## config.mk

```make
export PLATFORM = sky130hd
export DESIGN_NAME = id_ex_pipe_v
export DESIGN_NICKNAME = d
export VERILOG_FILES = /design/src/rtl/id_ex_pipe_v_pkg.sv /design/src/rtl/id_ex_pipe_v_pipe_entry.sv /design/src/rtl/id_ex_pipe_v.sv
export SDC_FILE = /design/constraint.sdc
export NUM_CORES = 1
export LEC_CHECK = 0
export ABC_AREA = 1
export BUFFER_PORTS_ARGS = -buffer_cell sky130_fd_sc_hd__buf_2
export CAP_MARGIN = 5
export CORE_ASPECT_RATIO = 1.5
export CORE_MARGIN = 8
export CORE_UTILIZATION = 40
export DETAILED_ROUTE_END_ITERATION = 10
export GPL_ROUTABILITY_DRIVEN = 0
export PLACE_DENSITY_LB_ADDON = 0.15
export SYNTH_ARGS = -nofsm -noshare
export SYNTH_HDL_FRONTEND = slang
export SYNTH_SLANG_ARGS = --single-unit
```

## constraint.sdc

```tcl
create_clock -name clk -period 10.1 [get_ports clk]
set_input_delay 1.01 -clock clk [delete_from_list [all_inputs] [get_ports clk]]
set_output_delay 1.01 -clock clk [all_outputs]
set_load 0.02 [all_outputs]
```

## src/rtl/id_ex_pipe_v_pkg.sv

```systemverilog
// Shared decode constants and bundle sizing for the ID/EX pipeline register.
`default_nettype none

package id_ex_pipe_v_pkg;

  localparam logic [6:0] R_TYPE = 7'b0110011;
  localparam logic [6:0] I_IMM  = 7'b0010011;
  localparam logic [6:0] I_LOAD = 7'b0000011;
  localparam logic [6:0] S_TYPE = 7'b0100011;

  // op + funct3 + funct7 + rd, and the three decoded control flags
  localparam int CTRL_W = 7 + 3 + 7 + 5;
  localparam int FLAG_W = 3;

  function automatic int bundle_w(input int data_w);
    return CTRL_W + 3 * data_w + FLAG_W;
  endfunction

endpackage

`default_nettype wire

```

## src/rtl/id_ex_pipe_v_pipe_entry.sv

```systemverilog
// Single pipeline entry: payload plus valid bit, with load, clear and async reset.
`default_nettype none

module pipe_entry_v #(
  parameter int W = 8
) (
  input  logic         clk,
  input  logic         rst,
  input  logic         load,
  input  logic         clear,
  input  logic [W-1:0] d,
  output logic         valid,
  output logic [W-1:0] q
);

  // Clearing zeroes the payload so an empty entry never shows stale fields.
  always_ff @(posedge clk or posedge rst) begin
    if (rst) begin
      valid <= 1'b0;
      q     <= '0;
    end else if (clear) begin
      valid <= 1'b0;
      q     <= '0;
    end else if (load) begin
      valid <= 1'b1;
      q     <= d;
    end
  end

endmodule

`default_nettype wire

```

## src/rtl/id_ex_pipe_v.sv

```systemverilog
// Decode-to-execute pipeline register: two-entry skid buffer with flag decode,
// flush and a saturating stall counter.
`default_nettype none

module id_ex_pipe_v
  import id_ex_pipe_v_pkg::*;
#(
  parameter int DATA_W = 32,
  parameter int CNT_W  = 16
) (
  input  logic              clk,
  input  logic              rst,
  input  logic              flush,
  input  logic              in_valid,
  output logic              in_ready,
  input  logic [6:0]        in_op,
  input  logic [2:0]        in_funct3,
  input  logic [6:0]        in_funct7,
  input  logic [4:0]        in_rd,
  input  logic [DATA_W-1:0] in_operand1,
  input  logic [DATA_W-1:0] in_operand2,
  input  logic [DATA_W-1:0] in_s_data,
  output logic              out_valid,
  input  logic              out_ready,
  output logic [6:0]        out_op,
  output logic [2:0]        out_funct3,
  output logic [6:0]        out_funct7,
  output logic [4:0]        out_rd,
  output logic [DATA_W-1:0] out_operand1,
  output logic [DATA_W-1:0] out_operand2,
  output logic [DATA_W-1:0] out_s_data,
  output logic              out_reg_write,
  output logic              out_mem_read,
  output logic              out_mem_write,
  output logic [CNT_W-1:0]  stall_cnt
);

  localparam int BW = bundle_w(DATA_W);

  function automatic logic [2:0] decode_flags(input logic [6:0] op, input logic [4:0] rd);
    logic rw;
    rw = ((op == R_TYPE) || (op == I_IMM) || (op == I_LOAD)) && (rd != 5'd0);
    return {rw, (op == I_LOAD), (op == S_TYPE)};
  endfunction

  logic [BW-1:0] in_bundle;
  logic [BW-1:0] main_d;
  logic [BW-1:0] main_q;
  logic [BW-1:0] skid_q;
  logic          main_valid;
  logic          skid_valid;
  logic          main_load;
  logic          main_clear;
  logic          skid_load;
  logic          skid_clear;
  logic          accept;
  logic          consume;

  assign in_bundle = {in_op, in_funct3, in_funct7, in_rd,
                      in_operand1, in_operand2, in_s_data,
                      decode_flags(in_op, in_rd)};

  // skid_valid is a flop, so in_ready never depends on out_ready combinationally
  assign in_ready = ~skid_valid;
  assign accept   = in_valid & in_ready;
  assign consume  = main_valid & out_ready;

  always_comb begin
    main_load  = 1'b0;
    main_clear = 1'b0;
    skid_load  = 1'b0;
    skid_clear = 1'b0;
    main_d     = in_bundle;
    if (flush) begin
      main_clear = 1'b1;
      skid_clear = 1'b1;
    end else if (!main_valid || consume) begin
      // Skid always drains before anything newer so ordering stays FIFO.
      if (skid_valid) begin
        main_load  = 1'b1;
        main_d     = skid_q;
        skid_clear = 1'b1;
      end else if (accept) begin
        main_load = 1'b1;
      end else if (main_valid) begin
        main_clear = 1'b1;
      end
    end else if (accept) begin
      skid_load = 1'b1;
    end
  end

  pipe_entry_v #(.W(BW)) u_main (
    .clk   (clk),
    .rst   (rst),
    .load  (main_load),
    .clear (main_clear),
    .d     (main_d),
    .valid (main_valid),
    .q     (main_q)
  );

  pipe_entry_v #(.W(BW)) u_skid (
    .clk   (clk),
    .rst   (rst),
    .load  (skid_load),
    .clear (skid_clear),
    .d     (in_bundle),
    .valid (skid_valid),
    .q     (skid_q)
  );

  assign out_valid = main_valid;
  assign {out_op, out_funct3, out_funct7, out_rd,
          out_operand1, out_operand2, out_s_data,
          out_reg_write, out_mem_read, out_mem_write} = main_q;

  // Survives flush; only reset clears it.
  always_ff @(posedge clk or posedge rst) begin
    if (rst) begin
      stall_cnt <= '0;
    end else if (out_valid && !out_ready && (stall_cnt != {CNT_W{1'b1}})) begin
      stall_cnt <= stall_cnt + 1'b1;
    end
  end

endmodule

`default_nettype wire

```

==> summary.txt, run 1 <==
Routing
  – First-pass iteration count of the detailed router: 6
  – Vias: 9814
  – Post-route DRC: 0
  – DRT antenna net count: 0
  – WL/cell: 16.8 µm
  – DRT Wirelength: about 32 mm
  – Iter 0 DRT Violations: 564
  – Vias/cell: 5.08

Floorplan
  – Core Region: 0.0285 mm²
  – Die area: 0.0345 mm²
  – Initial Util: 0.403
  – Row cnt: 76
  – I/O pins: roughly 260
  – Chip height: 224 µm
  – Die Span X: around 150 µm

Synth
  – Simple-gate portion of the synthesized area: 0.176
  – Compound-Gate Fraction of Synth Area: 0.162
  – Sequential area share after synthesis: 0.566
  – XOR/XNOR share of the synthesized area: 0.00533
  – Post-Synth Adder-Cell Area: 0.00109
  – Mapped Avg Cell Area: ~8.5 µm²
  – Post-Syn Nets: 1481
  – Netlist cell types: 27
  – Post-Syn Instances: 1357
  – Synth Register Bits: 260
  – Yosys synthesis warning count: 0
  – Largest family of logic cells by synthesized area: simple AND/OR/NAND/NOR gates
  – Post-synthesis mux area share: 0
  – Cell Area, Synth: 0.0115 mm²

Placed design
  – Post-DP HPWL: ~21 mm
  – Inst Count DP: 1887
  – Placed cell area: ~0.013 mm²
  – Port Buf Inserts: ~260

Critical path
  – Reg-to-reg setup timing slack: 7.01 ns
  – Critical Path AT: ~3.5 ns
  – Worst endpoint required time: between 10 and 15 ns
  – Critical path endpoint category: flip-flop
  – Max FO, Critical Path: 61
  – CP startpoint kind: flip-flop
  – Kind of critical path: reg -> reg
  – Worst R2R Start: u_skid.valid$_DFFE_PP0P_
  – Critical Path Start: u_skid.valid$_DFFE_PP0P_
  – Reg2reg end: u_skid.q[93]$_DFFE_PP0P_
  – Reg2reg path depth: 6

STA
  – Hold WS: between 0.4 and 0.5 ns
  – Final Critical Period: 3.09 ns
  – TNS Setup: 0 ns
  – RSZ-0062 raised after global routing: false
  – Final hold viol count: 0
  – Tcrit/Tclk final: 0.306
  – Pins Over Slew Limit: 0
  – Setup-failing EPs final: 0
  – Normalized max-slew margin: 0.288
  – Worst Tran Pin Value: about 1.1 ns
  – Skew final: between 0.006 and 0.007 ns
  – Max Clk Rate: 0.324 GHz

GRT
  – Pin count of the biggest net entering global routing: 130
  – Number of global-route vias before repair: 9860
  – Initial antenna violation count: 2
  – First-pass GRT wire length: 53.1 mm
  – Global Route Usage Sum: 0.186
  – GRT Residual Overflow: 0

Final layout
  – Leading cell type in the layout, fill and taps excluded: nand2_1
  – Share of cells above drive strength 1: 0.205
  – Nets: 1688
  – Synth-to-layout area growth: 19.1%
  – Diode count: 0
  – Post-route insts no fill: 1931
  – Post-Layout Inst Area: 0.0137 mm²
  – Most frequent cells in the layout: 325 x nand2_1, 261 x buf_2, 259 x dfrtp_1, 195 x o21ai_0, 141 x inv_1

Pwr
  – P per Cell Area: 174 mW/mm²
  – Peak supply drop: 0.116 mV
  – LEAKAGE: 0.00752 µW

Run
  – Max_cap viols: 0

Clock network
  – Post-CTS Setup Bufs: 0
  – Sink Count: 260
  – Clk pin slew, worst setup/hold paths: around 0.060 ns
  – Clock root buffer master: clkbuf_16
  – CTS tree: yes
  – Skew-Pair Late Insertion Delay: 0.53 ns
  – Total CTS buffers: 26
  – # hold bufs at CTS: 0
  – Resized cells post-CTS: 0
  – H-tree depth: 1
  – CTS Buffer Depth: 3

Status
  – Outcome: completed

Worst hold path
  – HP Start: u_main.q[95]$_DFFE_PP0P_
  – Tightest Hold Check Type: reg -> reg
  – Hold Path End: u_main.q[95]$_DFFE_PP0P_
  – Hold Path Stages: 2
## layer usage
layer | part of all wire | GRT usage
met5 | 0.00074 | 0
met4 | 0.019 | 0.0504
met3 | 0.060 | 0.0386
met2 | 0.49 | 0.318
met1 | 0.43 | 0.236
## flip-flops by register name, summed over array words and instances, names as in the netlist
signal and cells:
u_main.q 121, u_skid.q 121, stall_cnt 16, u_main.valid 1
u_skid.valid 1
## synth_stat cells
cell / n / area share
nand4_1: 8 / 0.0044
xor2_1: 2 / 0.0015
buf_2: 28 / 0.012
nand3_1: 121 / 0.053
o21ai_1: 40 / 0.017
clkbuf_1: 37 / 0.012
a21oi_1: 120 / 0.052
inv_1: 142 / 0.046
o22ai_1: 9 / 0.0049
nand3b_1: 1 / 0.00065
o22ai_2: 1 / 0.0011
o31ai_4: 1 / 0.0018
nor3_1: 1 / 0.00043
inv_4: 1 / 0.00054
nor2_1: 21 / 0.0069
xnor2_1: 5 / 0.0038
nand2_2: 5 / 0.0027
nand2_1: 326 / 0.11
buf_6: 5 / 0.0049
nor2_2: 1 / 0.00054
nand4_2: 1 / 0.0011
buf_4: 17 / 0.011
o21ai_0: 195 / 0.085
ha_1: 1 / 0.0011
dfrtp_1: 260 / 0.57
buf_1: 6 / 0.0020
inv_2: 2 / 0.00065
## critical path, cell delays in order, from the launching register on
cell and delay, ns:
dfrtp_2 0.75, inv_4 0.26, nand4_4 0.58, nand2_2 0.55
buf_4 0.55, nand3_1 0.13, o21ai_1 0.13
## logic make-up after synthesis
group | count (synthesis)
simple gates | 485
compound gates | 366
flops | 260
buf+inv | 238
xor+xnor | 7
fa+ha+maj | 1
## layout make-up
class	instances	area (µm²)
tap	351	439
fill	2796	14800
sequential	260	6510
clock inverter	2	10.0
inverter	145	554
clock buffer	42	802
timing repair buffer	272	1390
multi-input combinational	859	4000
## stage by stage
| step | util | worst slack (ns) | total power, µW |
|---|---|---|---|
| after floorplan | - | 1.93 | 1360 |
| after global placement | 0.452 | 6.65 | 1470 |
| after detailed placement | 0.452 | 6.55 | 1470 |
| after CTS | 0.480 | 6.98 | 2420 |
| after global routing | 0.480 | 6.68 | 2500 |
| final | 0.480 | 7.01 | 2390 |
## worst max-delay path by stage
stage	cells after the start	slack [ns]	to
2_1_floorplan	1	1.93	stall_cnt[0]$_DFFE_PP0P_
3_3_place_gp	9	6.65	u_skid.q[90]$_DFFE_PP0P_
3_5_place_dp	9	6.55	u_skid.q[87]$_DFFE_PP0P_
4_1_cts	6	6.98	u_skid.q[93]$_DFFE_PP0P_
5_1_grt	6	6.68	u_skid.q[93]$_DFFE_PP0P_
6_report	6	7.01	u_skid.q[93]$_DFFE_PP0P_
## report_power, final
| group | switching (µW) | internal (µW) | total, µW |
|---|---|---|---|
| Sequential | 40.7 | 1110 | 1150 |
| Combinational | 212 | 91.2 | 303 |
| Clock | 401 | 538 | 939 |
Power figures use the tool's default switching activity.
==> run 2, diff against run 1 <==
- clock period: 10.1 -> 3.07 ns (I/O delays scaled with it)
==> run 2 against run 1 <==
Net effect: clock power increased to 3.4 times the previous value; register-to-register slack worse by 6.0 ns; design area is 1.3% higher; wire length shrank 0.15%; critical path type unchanged; count of clock-buffer cells in the layout decreased by 5; largest power group unchanged; utilization rose by 0.60 points; sequential power rose to 3.3 times the previous value; global-route usage rose by 0.075 points; clock skew shrank 0.00053 ns.
==> summary.txt, run 2 (synthesis gave the netlist of run 1 again) <==
Status
  – Outcome: completed

STA
  – Normalized max-slew margin: 0.486 (+0.198)
  – RSZ-0062 raised after global routing: false
  – Setup-failing EPs final: 0 (unchanged)
  – Max Clk Rate: 0.478 GHz (+48%)
  – Final hold viol count: 0 (unchanged)
  – Hold WS: 0.0254 ns (-0.447 ns)
  – Tcrit/Tclk final: 0.681 (+0.376)
  – Final Critical Period: 2.09 ns (-0.996 ns)
  – Worst setup margin: 0.979 ns (-6.03 ns)
  – Worst Tran Pin Value: 0.771 ns (-0.298 ns)
  – Pins Over Slew Limit: 0 (unchanged)
  – Skew final: 0.00561 ns (-0.000525 ns)

Critical path
  – Reg2reg end: u_skid.q[82]$_DFFE_PP0P_
  – Worst-path cell chain: buf_4, inv_4, nand2_2, nand2_4, nand2_2, buf_4, nand3_1, o21ai_1
  – Critical path endpoint category: flip-flop
  – Reg2reg path depth: 8 (+2)
  – Worst path slowest cell: buf_4
  – Worst endpoint required time: 3.52 ns (-7.03 ns)
  – Largest stage delay, worst path: 0.58 ns (-0.17 ns)
  – CP Capture Point: u_skid.q[82]$_DFFE_PP0P_
  – Max FO, Critical Path: 77 (+26%)
  – Critical Path AT: 2.54 ns (-0.99 ns)
  – Worst R2R Start: u_skid.valid$_DFFE_PP0P_
  – Reg-to-reg setup timing slack: 0.98 ns (-6.03 ns)
  – Kind of critical path: reg -> reg
  – CP startpoint kind: flip-flop
  – Critical Path Start: u_skid.valid$_DFFE_PP0P_

Routing
  – Post-route DRC: 0 (unchanged)
  – WL/cell: 16.7 µm (-0.56%)
  – First-pass iteration count of the detailed router: 4 (-2)
  – Met3 Routed Length: 1.81 mm (-6.7%)
  – Vias/cell: 5.08 (about the same)
  – DR WL met2: 15.9 mm (+0.33%)
  – Top Metal Used: met5
  – Vias: 9853 (+0.40%)
  – DRT Wirelength: 32.3 mm (-0.15%)
  – Iter 0 DRT Violations: 545 (-3.4%)
  – Met1 WL: 13.7 mm (-1.7%)
  – DRT antenna net count: 0 (unchanged)

GRT
  – Initial antenna violation count: 2 (unchanged)
  – Global Route Usage Sum: 0.187 (+0.000754)
  – Pin count of the biggest net entering global routing: 166 (+28%)
  – GRT Residual Overflow: 0 (unchanged)
  – Number of global-route vias before repair: 10124 (+2.7%)
  – First-pass GRT wire length: 53.5 mm (+0.75%)

Floorplan
  – Core Region: 0.0285 mm² (unchanged)
  – I/O pins: 262 (unchanged)
  – Die Span X: 154 µm (unchanged)
  – Die area: 0.0345 mm² (unchanged)
  – Chip height: 224 µm (unchanged)
  – Initial Util: 0.403 (unchanged)
  – Row cnt: 76 (unchanged)

Pwr
  – P per Cell Area: 575 mW/mm² (+230%)
  – Sw Share: 0.271 (-0.00255)
  – Comb pwr share: 0.128 (about the same)
  – Sequential share of power: 0.472 (-0.008)
  – Peak supply drop: 0.353 mV (+200%)
  – Pint: 5820 µW (+240%)
  – Clock Power Share: 0.400 (+0.007)
  – Psw: 2160 µW (+230%)
  – LEAKAGE: 0.00759 µW (+1.0%)

Final layout
  – Nets: 1695 (+0.41%)
  – Top flop regs: u_main.q: 121 flops, u_skid.q: 121 flops, stall_cnt: 16 flops
  – Synth-to-layout area growth: 20.6%
  – Most frequent cells in the layout: 325 x nand2_1, 261 x buf_2, 260 x dfrtp_1, 195 x o21ai_0, 141 x inv_1
  – Leading cell type in the layout, fill and taps excluded: nand2_1
  – Share of cells above drive strength 1: 0.208 (+0.00288)

Clock network
  – Sink Count: 260 (unchanged)
  – Total CTS buffers: 26 (unchanged)
  – # hold bufs at CTS: 2 (+2)
  – Resized cells post-CTS: 0 (unchanged)
  – Post-CTS Setup Bufs: 0 (unchanged)
  – Clk pin slew, worst setup/hold paths: 0.06 ns (about the same)
  – CTS tree: yes
  – CTS Buffer Depth: 3 (unchanged)
  – H-tree depth: 1 (unchanged)
  – Skew-Pair Late Insertion Delay: 0.52 ns (about the same)
  – Clock root buffer master: clkbuf_16

Placed design
  – Placement Setup Slack: 0.990 ns (-5.56 ns)
  – Port Buf Inserts: 261 (unchanged)
  – Post-DP HPWL: 20.3 mm (-2.5%)

Worst hold path
  – Hold Path Stages: 3 (+1)
  – Tightest Hold Check Type: in -> reg

Run
  – Max_cap viols: 0 (unchanged)
-- run 2: worst min path at each step --
stage,start,to,slack [ns]
floorplan,in_operand1[22],u_main.q[89]$_DFFE_PP0P_,0.43
global placement,u_main.q[77]$_DFFE_PP0P_,u_main.q[77]$_DFFE_PP0P_,0.46
detailed placement,u_main.q[61]$_DFFE_PP0P_,u_main.q[61]$_DFFE_PP0P_,0.46
CTS,in_operand1[20],u_skid.q[87]$_DFFE_PP0P_,0.0009
global route,in_operand1[20],u_main.q[87]$_DFFE_PP0P_,0.01
finish,in_operand1[23],u_main.q[90]$_DFFE_PP0P_,0.03
-- run 2: power by group through the flow --
stage / sequential (µW) / clock (µW) / combinational [µW]
finish: 3770 / 3190 / 1020
CTS: 3770 / 3300 / 1050
global route: 3790 / 3400 / 1150
floorplan: 3970 / 0 / 494
detailed placement: 3830 / 0 / 1040
global placement: 3830 / 0 / 1030
-- run 2: worst max-delay path, delay by kind of cell (launching register included) --
family	cells	cell delay (ns)
AO/OA/AOI/OAI	1	0.12
AND/OR/NAND/NOR	4	0.43
buffers and inverters	3	1.05
flip-flops	1	0.34
-- run 2: through the flow --
step / power [µW] / setup TNS, ns / utilization / instance area, µm² / instances
after detailed placement: 4870 / 0 / 0.456 / 13000 / 1892
after floorplan: 4460 / -172.79 / - / 11500 / 1357
after CTS: 8110 / 0 / 0.486 / 13900 / 1938
after global routing: 8340 / 0 / 0.486 / 13900 / 1939
final: 7980 / 0 / 0.486 / 13900 / 1939
after global placement: 4860 / 0 / 0.456 / 13000 / 1892
-- run 2: cell type report --
class,count,area (µm²)
timing repair buffer,279,1530
fill,2789,14700
sequential,260,6510
clock buffer,37,753
antenna,1,2.50
inverter,145,551
clock inverter,7,87.6
tap,351,439
multi-input combinational,859,4000
-- run 2: routing by layer --
metal / vias to the layer above / global-route usage
li1: 4835 / -
met1: 4715 / 0.229
met2: 250 / 0.322
met3: 51 / 0.0399
met4: 2 / 0.0637
met5: - / 0
==> run 3, diff against run 2 <==
- clock period: 3.07 -> 1.8 ns (I/O delays scaled with it)
==> run 3 against run 2 <==
Net effect: utilization grew 5.6 points; count of clock-buffer cells in the layout grew 1; critical path depth shrank 1; global-route usage grew 0.93 points; flip-flop and latch count is the same; critical endpoint is now u_main.q[120]$_DFFE_PP0P_; largest power group unchanged.
==> summary.txt, run 3 (synthesis gave the netlist of run 1 again) <==
Clock network
  – CTS Buffer Depth: 3 (unchanged)
  – Skew-Pair Late Insertion Delay: 0.53 ns (about the same)
  – Clk pin slew, worst setup/hold paths: 0.06 ns (about the same)
  – Clock root buffer master: clkbuf_16
  – Post-CTS Setup Bufs: 0 (unchanged)
  – H-tree depth: 1 (unchanged)
  – Total CTS buffers: 26 (unchanged)
  – Sink Count: 260 (unchanged)
  – CTS tree: yes

Final layout
  – Share of cells above drive strength 1: 0.209 (+0.00140)
  – Post-route insts no fill: 2086 (+7.6%)
  – Multi-input gate area: 0.00400 mm² (+0.22%)
  – Nets: 1839 (+8.5%)
  – Layout fillers: 2640 (-5.3%)
  – Leading cell type in the layout, fill and taps excluded: nand2_1
  – Top flop regs: u_main.q: 121 flops, u_skid.q: 121 flops, stall_cnt: 16 flops
  – Most frequent cells in the layout: 325 x nand2_1, 261 x buf_2, 260 x dfrtp_1, 195 x o21ai_0, 141 x inv_1
  – Synth-to-layout area growth: 34.4%
  – Reg area: 0.00651 mm² (unchanged)
  – Post-Layout Inst Area: 0.0155 mm² (+11%)

Worst hold path
  – Tightest Hold Check Type: in -> reg

Routing
  – Iter 0 DRT Violations: 583 (+7.0%)
  – First-pass iteration count of the detailed router: 5 (+1)
  – Vias/cell: 5.00 (-1.6%)
  – Vias: 10430 (+5.9%)
  – Post-route DRC: 0 (unchanged)
  – WL/cell: 16.3 µm (-2.3%)
  – DRT Wirelength: 34.0 mm (+5.1%)
  – DRT antenna net count: 0 (unchanged)

STA
  – Setup-failing EPs final: 0 (unchanged)
  – Worst Tran Pin Value: 0.531 ns (-0.240 ns)
  – Pins Over Slew Limit: 0 (unchanged)
  – Final Critical Period: 1.67 ns (-0.424 ns)
  – TNS Setup: 0 ns (unchanged)
  – Max Clk Rate: 0.600 GHz (+25%)
  – Normalized max-slew margin: 0.646 (+0.160)
  – Tcrit/Tclk final: 0.926 (+0.245)
  – Final hold viol count: 0 (unchanged)
  – Worst setup margin: 0.133 ns (-0.846 ns)
  – Skew final: 0.0116 ns (+0.00595 ns)
  – RSZ-0062 raised after global routing: false
  – Hold WS: 0.0385 ns (+0.0131 ns)

GRT
  – First-pass GRT wire length: 56.5 mm (+5.6%)
  – Initial antenna violation count: 4 (+2)
  – Global Route Usage Sum: 0.196 (+0.00932)
  – GRT Residual Overflow: 0 (unchanged)
  – Number of global-route vias before repair: 10871 (+7.4%)
  – Pin count of the biggest net entering global routing: 83 (-50%)

Floorplan
  – Die area: 0.0345 mm² (unchanged)
  – Initial Util: 0.403 (unchanged)
  – Core Region: 0.0285 mm² (unchanged)
  – Die Span X: 154 µm (unchanged)
  – I/O pins: 262 (unchanged)
  – Row cnt: 76 (unchanged)
  – Chip height: 224 µm (unchanged)

Pwr
  – Peak supply drop: 0.649 mV (+84%)
  – P per Cell Area: 920 mW/mm² (+60%)
  – LEAKAGE: 0.00830 µW (+9.3%)

Critical path
  – Kind of critical path: reg -> reg
  – Reg-to-reg setup timing slack: 0.13 ns (-0.85 ns)
  – CP startpoint kind: flip-flop
  – Worst endpoint required time: 2.26 ns (-1.26 ns)
  – Max FO, Critical Path: 32 (-58%)
  – Critical path endpoint category: flip-flop
  – Critical Path AT: 2.13 ns (-0.41 ns)

Placed design
  – Port Buf Inserts: 261 (unchanged)
  – Inst Count DP: 1918 (+1.4%)
  – Placed cell area: 0.0133 mm² (+2.6%)
  – Post-DP HPWL: 22.0 mm (+8.3%)
  – Placement Setup Slack: 0.0418 ns (-0.948 ns)

Status
  – Outcome: completed

Run
  – Max_cap viols: 0 (unchanged)
[run 3: final cells by class]
type                            instances  area share
Antenna cell                            1    0.000162
Sequential cell                       260       0.421
Multi-Input combinational cell        860       0.259
Inverter                              145      0.0356
Timing Repair Buffer                  422       0.197
Clock inverter                          9     0.00793
Tap cell                              351      0.0284
Clock buffer                           38      0.0509
[run 3: worst max-delay path: stages, from the launching register on]
cell     delay, ns
dfrtp_1       0.48
nor2_1        0.11
nor2_2        0.23
nand2_4       0.21
buf_12        0.23
a21oi_1       0.14
o21ai_0       0.12
nand2_1       0.07
[run 3: repair_timing]
action,4_1_cts,5_1_grt
gates resized for setup,0,2
hold endpoints to repair,219,0
endpoints found under the setup margin,0,63
hold buffers,119,0
[run 3: path summary, 6_finish.rpt]
check	cells after the start	startpoint	end
min in group asynchronous	3	rst	stall_cnt[1]$_DFFE_PP0P_
setup / recovery	7	u_skid.valid$_DFFE_PP0P_	u_main.q[120]$_DFFE_PP0P_
setup reg to reg	7	u_skid.valid$_DFFE_PP0P_	u_main.q[120]$_DFFE_PP0P_
max in group asynchronous	4	rst	u_main.q[18]$_DFFE_PP0P_
hold reg to reg	2	u_main.q[95]$_DFFE_PP0P_	u_main.q[95]$_DFFE_PP0P_
hold / removal	3	in_valid	u_skid.valid$_DFFE_PP0P_
[run 3: layer usage]
layer	wire length (µm)	global-route usage	vias up
met2	17100	0.341	271
met3	1840	0.0382	63
met5	33	0	-
li1	-	-	5124
met4	991	0.0666	6
met1	14000	0.240	4966
[run 3: metrics by stage]
stage | total power, µW | utilization
2_1_floorplan | 7610 | -
3_3_place_gp | 8400 | 0.468
3_5_place_dp | 8420 | 0.468
4_1_cts | 14400 | 0.541
5_1_grt | 14800 | 0.542
6_report | 14200 | 0.542
[run 3: report_power, final]
| group | internal [µW] | leakage, µW | switching (µW) |
|---|---|---|---|
| sequential | 6200 | 0.00351 | 199 |
| clock | 3450 | 0.000450 | 2260 |
| combinational | 809 | 0.00433 | 1290 |
